`config.mk`:
```
export PLATFORM = sky130hd
export DESIGN_NAME = sha256_msg_feeder_flat
export DESIGN_NICKNAME = d
export VERILOG_FILES = /design/src/rtl/frost_pkg.sv /design/src/rtl/sha256_msg_feeder_if.sv /design/src/rtl/sha256_block_builder.sv /design/src/rtl/sha256_msg_feeder.sv /design/src/flat_wrapper.sv
export SDC_FILE = /design/constraint.sdc
export NUM_CORES = 2
export LEC_CHECK = 0
export ABC_AREA = 1
export CORE_AREA = 2 2 511 513
export CTS_CLUSTER_DIAMETER = 80
export CTS_CLUSTER_SIZE = 28
export DETAILED_ROUTE_END_ITERATION = 10
export DIE_AREA = 0 0 513 515
export GPL_TIMING_DRIVEN = 0
export PLACE_DENSITY = 0.39
export REMOVE_ABC_BUFFERS = 1
export SYNTH_ARGS = -nofsm -noshare
export SYNTH_HDL_FRONTEND = slang
export SYNTH_SLANG_ARGS = --single-unit
```
`constraint.sdc`:
```
create_clock -name clk -period 2.6 [get_ports clk]
set_clock_uncertainty 0.2 [all_clocks]
set_input_delay 0.52 -clock clk [delete_from_list [all_inputs] [get_ports clk]]
set_output_delay 0.52 -clock clk [all_outputs]
set_load 0.01 [all_outputs]
```
`src/rtl/frost_pkg.sv`:
```
// frost_pkg: shared widths, SHA-256 initial value and feeder state encoding.
package frost_pkg;
   localparam int BLOCK_W = 512;
   localparam int DIGEST_W = 256;
   localparam int LEN_W = 64;
   localparam logic [DIGEST_W-1:0] SHA256_IV =
      256'h6a09e667bb67ae853c6ef372a54ff53a510e527f9b05688c1f83d9ab5be0cd19;
   typedef enum logic [2:0] {FILL, PAD, LENBLK, ISSUE, WAIT, DONE} feeder_state_t;
endpackage

```
`src/rtl/sha256_msg_feeder_if.sv`:
```
// sha256_msg_feeder_if: byte stream with valid/ready handshake and last marker.
interface sha256_msg_feeder_if;
   logic [7:0] data;
   logic valid;
   logic last;
   logic ready;
   modport master (output data, valid, last, input ready);
   modport slave (input data, valid, last, output ready);
endinterface

```
`src/rtl/sha256_block_builder.sv`:
```
// sha256_block_builder: 512-bit block register with byte insert, 0x80 marker and length insertion.
module sha256_block_builder
   import frost_pkg::*;
(
   input  logic               clk,
   input  logic               rst,
   input  logic               clr,
   input  logic               wr,
   input  logic               pad,
   input  logic               len_blk,
   input  logic [5:0]         idx,
   input  logic [7:0]         data,
   input  logic [LEN_W-1:0]   len,
   output logic [BLOCK_W-1:0] block
);
   // byte 0 occupies the top bits, so byte idx starts at bit (63-idx)*8
   always_ff @(posedge clk)
      if (rst || clr) block <= '0;
      else if (len_blk) block <= {{(BLOCK_W-LEN_W){1'b0}}, len};
      else if (wr) block[{~idx, 3'b000} +: 8] <= data;
      else if (pad) begin
         block[{~idx, 3'b000} +: 8] <= 8'h80;
         if (idx < 6'd56) block[LEN_W-1:0] <= len;
      end
endmodule

```
`src/rtl/sha256_msg_feeder.sv`:
```
// sha256_msg_feeder: packs a byte stream into padded SHA-256 blocks and drives an external compression core.
module sha256_msg_feeder
   import frost_pkg::*;
#(
   parameter logic [DIGEST_W-1:0] IV = SHA256_IV
)
(
   input  logic                clk,
   input  logic                rst,
   sha256_msg_feeder_if.slave  s,
   output logic                core_start,
   output logic [BLOCK_W-1:0]  core_block,
   output logic [DIGEST_W-1:0] core_hash_in,
   input  logic [DIGEST_W-1:0] core_hash_out,
   input  logic                core_done,
   output logic [DIGEST_W-1:0] digest,
   output logic                digest_valid,
   output logic                busy
);
   feeder_state_t state, state_n;
   logic [6:0] idx;
   logic [LEN_W-1:0] bits;
   logic [DIGEST_W-1:0] chain;
   logic fin, need_len, pend_pad, xfer, clr;

   assign s.ready = state == FILL && !rst;
   assign xfer = s.valid && s.ready;
   assign core_start = state == ISSUE && !rst;
   assign busy = !rst && !(state == FILL && idx == 7'd0);
   assign core_hash_in = chain;

   sha256_block_builder u_builder (
      .clk(clk),
      .rst(rst),
      .clr(clr),
      .wr(xfer),
      .pad(state == PAD),
      .len_blk(state == LENBLK),
      .idx(idx[5:0]),
      .data(s.data),
      .len(bits),
      .block(core_block)
   );

   always_ff @(posedge clk)
      if (rst) state <= FILL;
      else state <= state_n;

   always_comb begin
      state_n = state;
      clr = 1'b0;
      case (state)
         FILL:    state_n = !xfer ? FILL : (s.last && idx != 7'd63) ? PAD : (idx == 7'd63) ? ISSUE : FILL;
         PAD:     state_n = ISSUE;
         LENBLK:  state_n = ISSUE;
         ISSUE:   state_n = WAIT;
         WAIT: begin
            state_n = !core_done ? WAIT : fin ? DONE : need_len ? LENBLK : pend_pad ? PAD : FILL;
            clr = core_done && !fin && !need_len;
         end
         DONE: begin
            state_n = FILL;
            clr = 1'b1;
         end
         default: state_n = FILL;
      endcase
   end

   // a last byte that fills the block leaves a pure padding block pending
   always_ff @(posedge clk)
      if (rst) begin
         idx <= '0;
         bits <= '0;
         chain <= IV;
         fin <= 1'b0;
         need_len <= 1'b0;
         pend_pad <= 1'b0;
         digest <= '0;
         digest_valid <= 1'b0;
      end else begin
         digest_valid <= state == DONE;
         if (xfer) begin
            idx <= idx + 7'd1;
            bits <= bits + 64'd8;
            if (s.last && idx == 7'd63) pend_pad <= 1'b1;
         end
         if (state == PAD) begin
            fin <= idx < 7'd56;
            need_len <= idx >= 7'd56;
         end
         if (state == LENBLK) begin
            fin <= 1'b1;
            need_len <= 1'b0;
         end
         if (state == WAIT && core_done) begin
            chain <= core_hash_out;
            if (!fin && !need_len) begin
               idx <= '0;
               pend_pad <= 1'b0;
            end
         end
         if (state == DONE) begin
            digest <= chain;
            chain <= IV;
            idx <= '0;
            bits <= '0;
            fin <= 1'b0;
            need_len <= 1'b0;
            pend_pad <= 1'b0;
         end
      end
endmodule

```
`src/flat_wrapper.sv`:
```
// flat-port wrapper written by rule: the top's interface ports become plain ports
module sha256_msg_feeder_flat import frost_pkg::*;
#(
   parameter logic [DIGEST_W-1:0] IV = SHA256_IV
)
  (clk, rst, core_start, core_block, core_hash_in, core_hash_out, core_done, digest, digest_valid, busy, s_data, s_valid, s_last, s_ready);
  sha256_msg_feeder_if s_i ();
  input  logic clk;
  input  logic rst;
  output logic core_start;
  output logic [BLOCK_W-1:0] core_block;
  output logic [DIGEST_W-1:0] core_hash_in;
  input  logic [DIGEST_W-1:0] core_hash_out;
  input  logic core_done;
  output logic [DIGEST_W-1:0] digest;
  output logic digest_valid;
  output logic busy;
  input wire logic [$bits(s_i.data)-1:0] s_data;
  input wire logic [$bits(s_i.valid)-1:0] s_valid;
  input wire logic [$bits(s_i.last)-1:0] s_last;
  output wire logic [$bits(s_i.ready)-1:0] s_ready;
  assign s_i.data = s_data;
  assign s_i.valid = s_valid;
  assign s_i.last = s_last;
  assign s_ready = s_i.ready;
  sha256_msg_feeder #(.IV(IV)) u_core (.clk(clk), .rst(rst), .s(s_i), .core_start(core_start), .core_block(core_block), .core_hash_in(core_hash_in), .core_hash_out(core_hash_out), .core_done(core_done), .digest(digest), .digest_valid(digest_valid), .busy(busy));
endmodule
```
==> impl_metrics.yaml <==
timing:
  finalMaxSlewViolations: 0
  min_period_ns: 2.71
  layout_setup_ws_ns: -0.111
  finalSetupViolCount: 63
  fin_setup_tns_ns: -1.39
  finalHoldViolCount: 0
  rsz0062_at_grt: "true"
  max_clock_freq_ghz: 0.369
  relSlewSlack: 0.123
  worst_pin_slew_ns: 1.32
  whs_ns: 0.0614
  post-route-period-util: 1.04
setup_path:
  path_buf_inv: 4
  r2r_start: "u_core.idx[1]"
  start_kind: "register"
  critPathMaxStageDelay_ns: 0.35
  crit_family: "buffers and inverters"
  path_max_fanout: 2
  required_ns: 1.88
  rr_worst_depth: 13
  worstPathArrival_ns: 1.99
  critPathSlowestCell: "dfxtp_4"
  ff2ff_setup_slack_ns: -0.08
  timing.rr.end: "u_core.u_builder.block[463]"
  end_kind: "output pin"
  path_class: "reg2out"
  crit_chain: "buf_4 -> inv_4 -> ha_4 -> inv_6 -> nor4_4 -> a21oi_2 -> buf_6"
clock_network:
  insertion_delay_ns: 0.78
  cts_made_buffers: 99
  cts_tree: "done"
  cts_buffer_depth: 3
  cts.clk_slew.worst_paths_ns: 0.07
  cts_root_buffer: "clkbuf_16"
  cts_sinks: 1099
  cts_htree_levels: 3
yosys:
  syn_area_per_cell_um2: 7.61
  synthXorXnorAreaFrac: 0.00742
  ys_types: 53
  synth-warning-count: 0
  synth_top_family_by_area: "simple AND/OR/NAND/NOR gates"
  postSynthRegisterBits: 1099
  async_reset_ff_frac: 0
  synth_top_area_share: 0.518
  synth_most_common_cell: "nand2_1"
  synth-compound-area-share: 0.171
  synthTopCellsByArea: "dfxtp_1 (52%), nand2_1 (14%), a21oi_1 (7.7%), o21ai_0 (5.7%), inv_1 (4.0%)"
  synth-simple-area-share: 0.233
  ys_seq_area_frac: 0.518
  synth-main-ff-cell: "dfxtp_1"
  synth_edf_count: 0
  synth_top_area_cell: "dfxtp_1"
  syn_inst: 5581
  ys_top_cells_by_count: "nand2_1 (1577), dfxtp_1 (1099), a21oi_1 (652)"
  netlist_area_mm2: 0.0425
  synthAdderAreaFrac: 0.00118
  muxShareOfSynthArea: 0
min_path:
  min_path_cells: 2
  hp-class: "in2reg"
  min_to: "u_core.digest_valid"
  hold_start: "rst"
power:
  intPower_mw: 28.3
  p_clk_frac: 0.410
  seqPwrFrac: 0.415
  power_density_mw_per_mm2: 606
  vdd_drop_max_uv: 517
  finalPower_mw: 42.0
  power.share.combinational: 0.175
  switching_share: 0.326
  switchingPower_mw: 13.7
  p_leak_nw: 24.5
grt:
  grt_pass1_wl_um: 360000
  grt-ovfl-total: 0
  grt_pass1_vias: 42100
  grt_max_degree: 168
  grt.total_usage: 0.194
  antenna_found_initial: 42
drt:
  drt-initial-drc-count: 3326
  avgRoutedWirePerCell_um: 25.8
  first_pass_iters: 5
  vias: 44600
  wl_met3_um: 20600
  viasPerCell: 4.23
  drt-total-wl_um: 272000
  wl_met1_um: 122000
  drtAntennaViolNets: 0
  top_layer: "met5"
  wl_met2_um: 121000
  remaining_drc_errors: 0
die:
  coreArea_mm2: 0.259
  dieArea_mm2: 0.264
  die-width_um: 513
  rows: 187
  start_util: 0.164
  io_pins: 1297
  die_h_um: 515
finish:
  area_growth_pct: 62.9
  multiInputGateArea_mm2: 0.0201
  regArea_mm2: 0.0221
  fillers: 27900
  fin_nets: 7293
  drive_above_1_share: 0.159
placement:
  place_congestion: 0.949
  dp_hpwl_um: 190000
  port_buffers: 1296
  pre_cts_slack_ns: -3.10
flow_run:
  drv_cap: 0
outcome:
  violations: "negative setup slack"
  outcome: "complete, but fails checks"
power by group through the flow:
stage                     Clock, mW  Sequential (mW)  Combinational, mW
after floorplan                   0             17.9               1.99
after global placement            0             17.8               5.15
after detailed placement          0             17.8               5.29
after CTS                      17.8             17.4               6.85
after global routing           18.4             17.5               7.75
final                          17.2             17.4               7.36
worst max-delay path by stage:
stage,startpoint,cells past startpoint,slack (ns),to
5_1_grt,u_core.idx[1],13,-0.20,u_core.u_builder.block[32]
2_1_floorplan,rst,8,-7.98,u_core.u_builder.block[127]
4_1_cts,u_core.idx[0],6,-0.16,busy
3_3_place_gp,rst,9,-23.91,u_core.u_builder.block[127]
3_5_place_dp,rst,15,-3.10,u_core.u_builder.block[383]
6_report,u_core.idx[1],7,-0.11,busy
layout by cell type (no fill, tap or decap), types with 15 or more instances in the layout:
| master | instances |
|---|---|
| o21ai_1 | 25 |
| nor2_2 | 51 |
| inv_6 | 26 |
| clkinv_8 | 19 |
| nor3_1 | 64 |
| nand2_8 | 20 |
| buf_6 | 49 |
| nand2_2 | 128 |
| nor3_2 | 15 |
| buf_12 | 42 |
| nand4_1 | 22 |
| clkbuf_16 | 103 |
| o22ai_1 | 19 |
| o31ai_1 | 17 |
| dlygate4sd2_1 | 114 |
| nor2_1 | 286 |
| clkdlybuf4s50_1 | 1171 |
| inv_1 | 438 |
| o211ai_1 | 136 |
| o21ai_0 | 460 |
| diode_2 | 21 |
| xor2_1 | 24 |
| nor2_4 | 120 |
| clkinvlp_4 | 17 |
| nand2_1 | 1417 |
| dfxtp_1 | 1070 |
| a21oi_1 | 584 |
| nand2_4 | 72 |
| buf_16 | 32 |
| buf_4 | 164 |
| dfxtp_2 | 18 |
| a21oi_2 | 68 |
| nand3_1 | 82 |
through the flow:
stage | area, um2 | utilization | cells
final | 69200 | 0.268 | 10500
after CTS | 66800 | 0.258 | 10400
after floorplan | 41300 | - | 5291
after global routing | 69200 | 0.268 | 10500
after global placement | 58500 | 0.226 | 9989
after detailed placement | 59400 | 0.230 | 10000
state kept, by name, summed over array words and instances, names as in the netlist:
register / flops
u_core.need_len: 1
u_core.state: 3
u_core.idx: 7
u_core.digest_valid: 1
u_core.digest: 256
u_core.core_hash_in: 256
u_core.u_builder.block: 512
u_core.bits: 61
u_core.pend_pad: 1
u_core.fin: 1
repair_timing:
action                     4_1_cts  5_1_grt
gates cloned                    43       14
buffers inserted               155       92
hold endpoints to repair         1        0
pin swaps                      130      156
setup endpoints to repair     1234      745
gates resized for setup        530      406
hold buffers                     1        0
metal layers:
layer | GRT usage | vias to the layer above
li1 | - | 21100
met2 | 0.308 | 1644
met1 | 0.258 | 21500
met4 | 0.0541 | 12
met5 | 0 | -
met3 | 0.0504 | 298
kinds of logic after synthesis:
logic type	after synthesis
AND/OR/NAND/NOR	2329
AO/OA/AOI/OAI	1352
flip-flops	1099
buffers and inverters	767
XOR/XNOR	30
adder cells (fa/ha/maj)	4
layout make-up:
type | count | area share
diodes | 21 | 0.000759
multi-input cells | 3733 | 0.291
repair inverters | 9 | 0.00123
clock buffers | 108 | 0.0370
well taps | 3402 | 0.0615
repair buffers | 1601 | 0.244
inverters | 477 | 0.0297
flip-flops and latches | 1099 | 0.319
clock inverters | 79 | 0.0165
(Power assumes the default switching activity.)
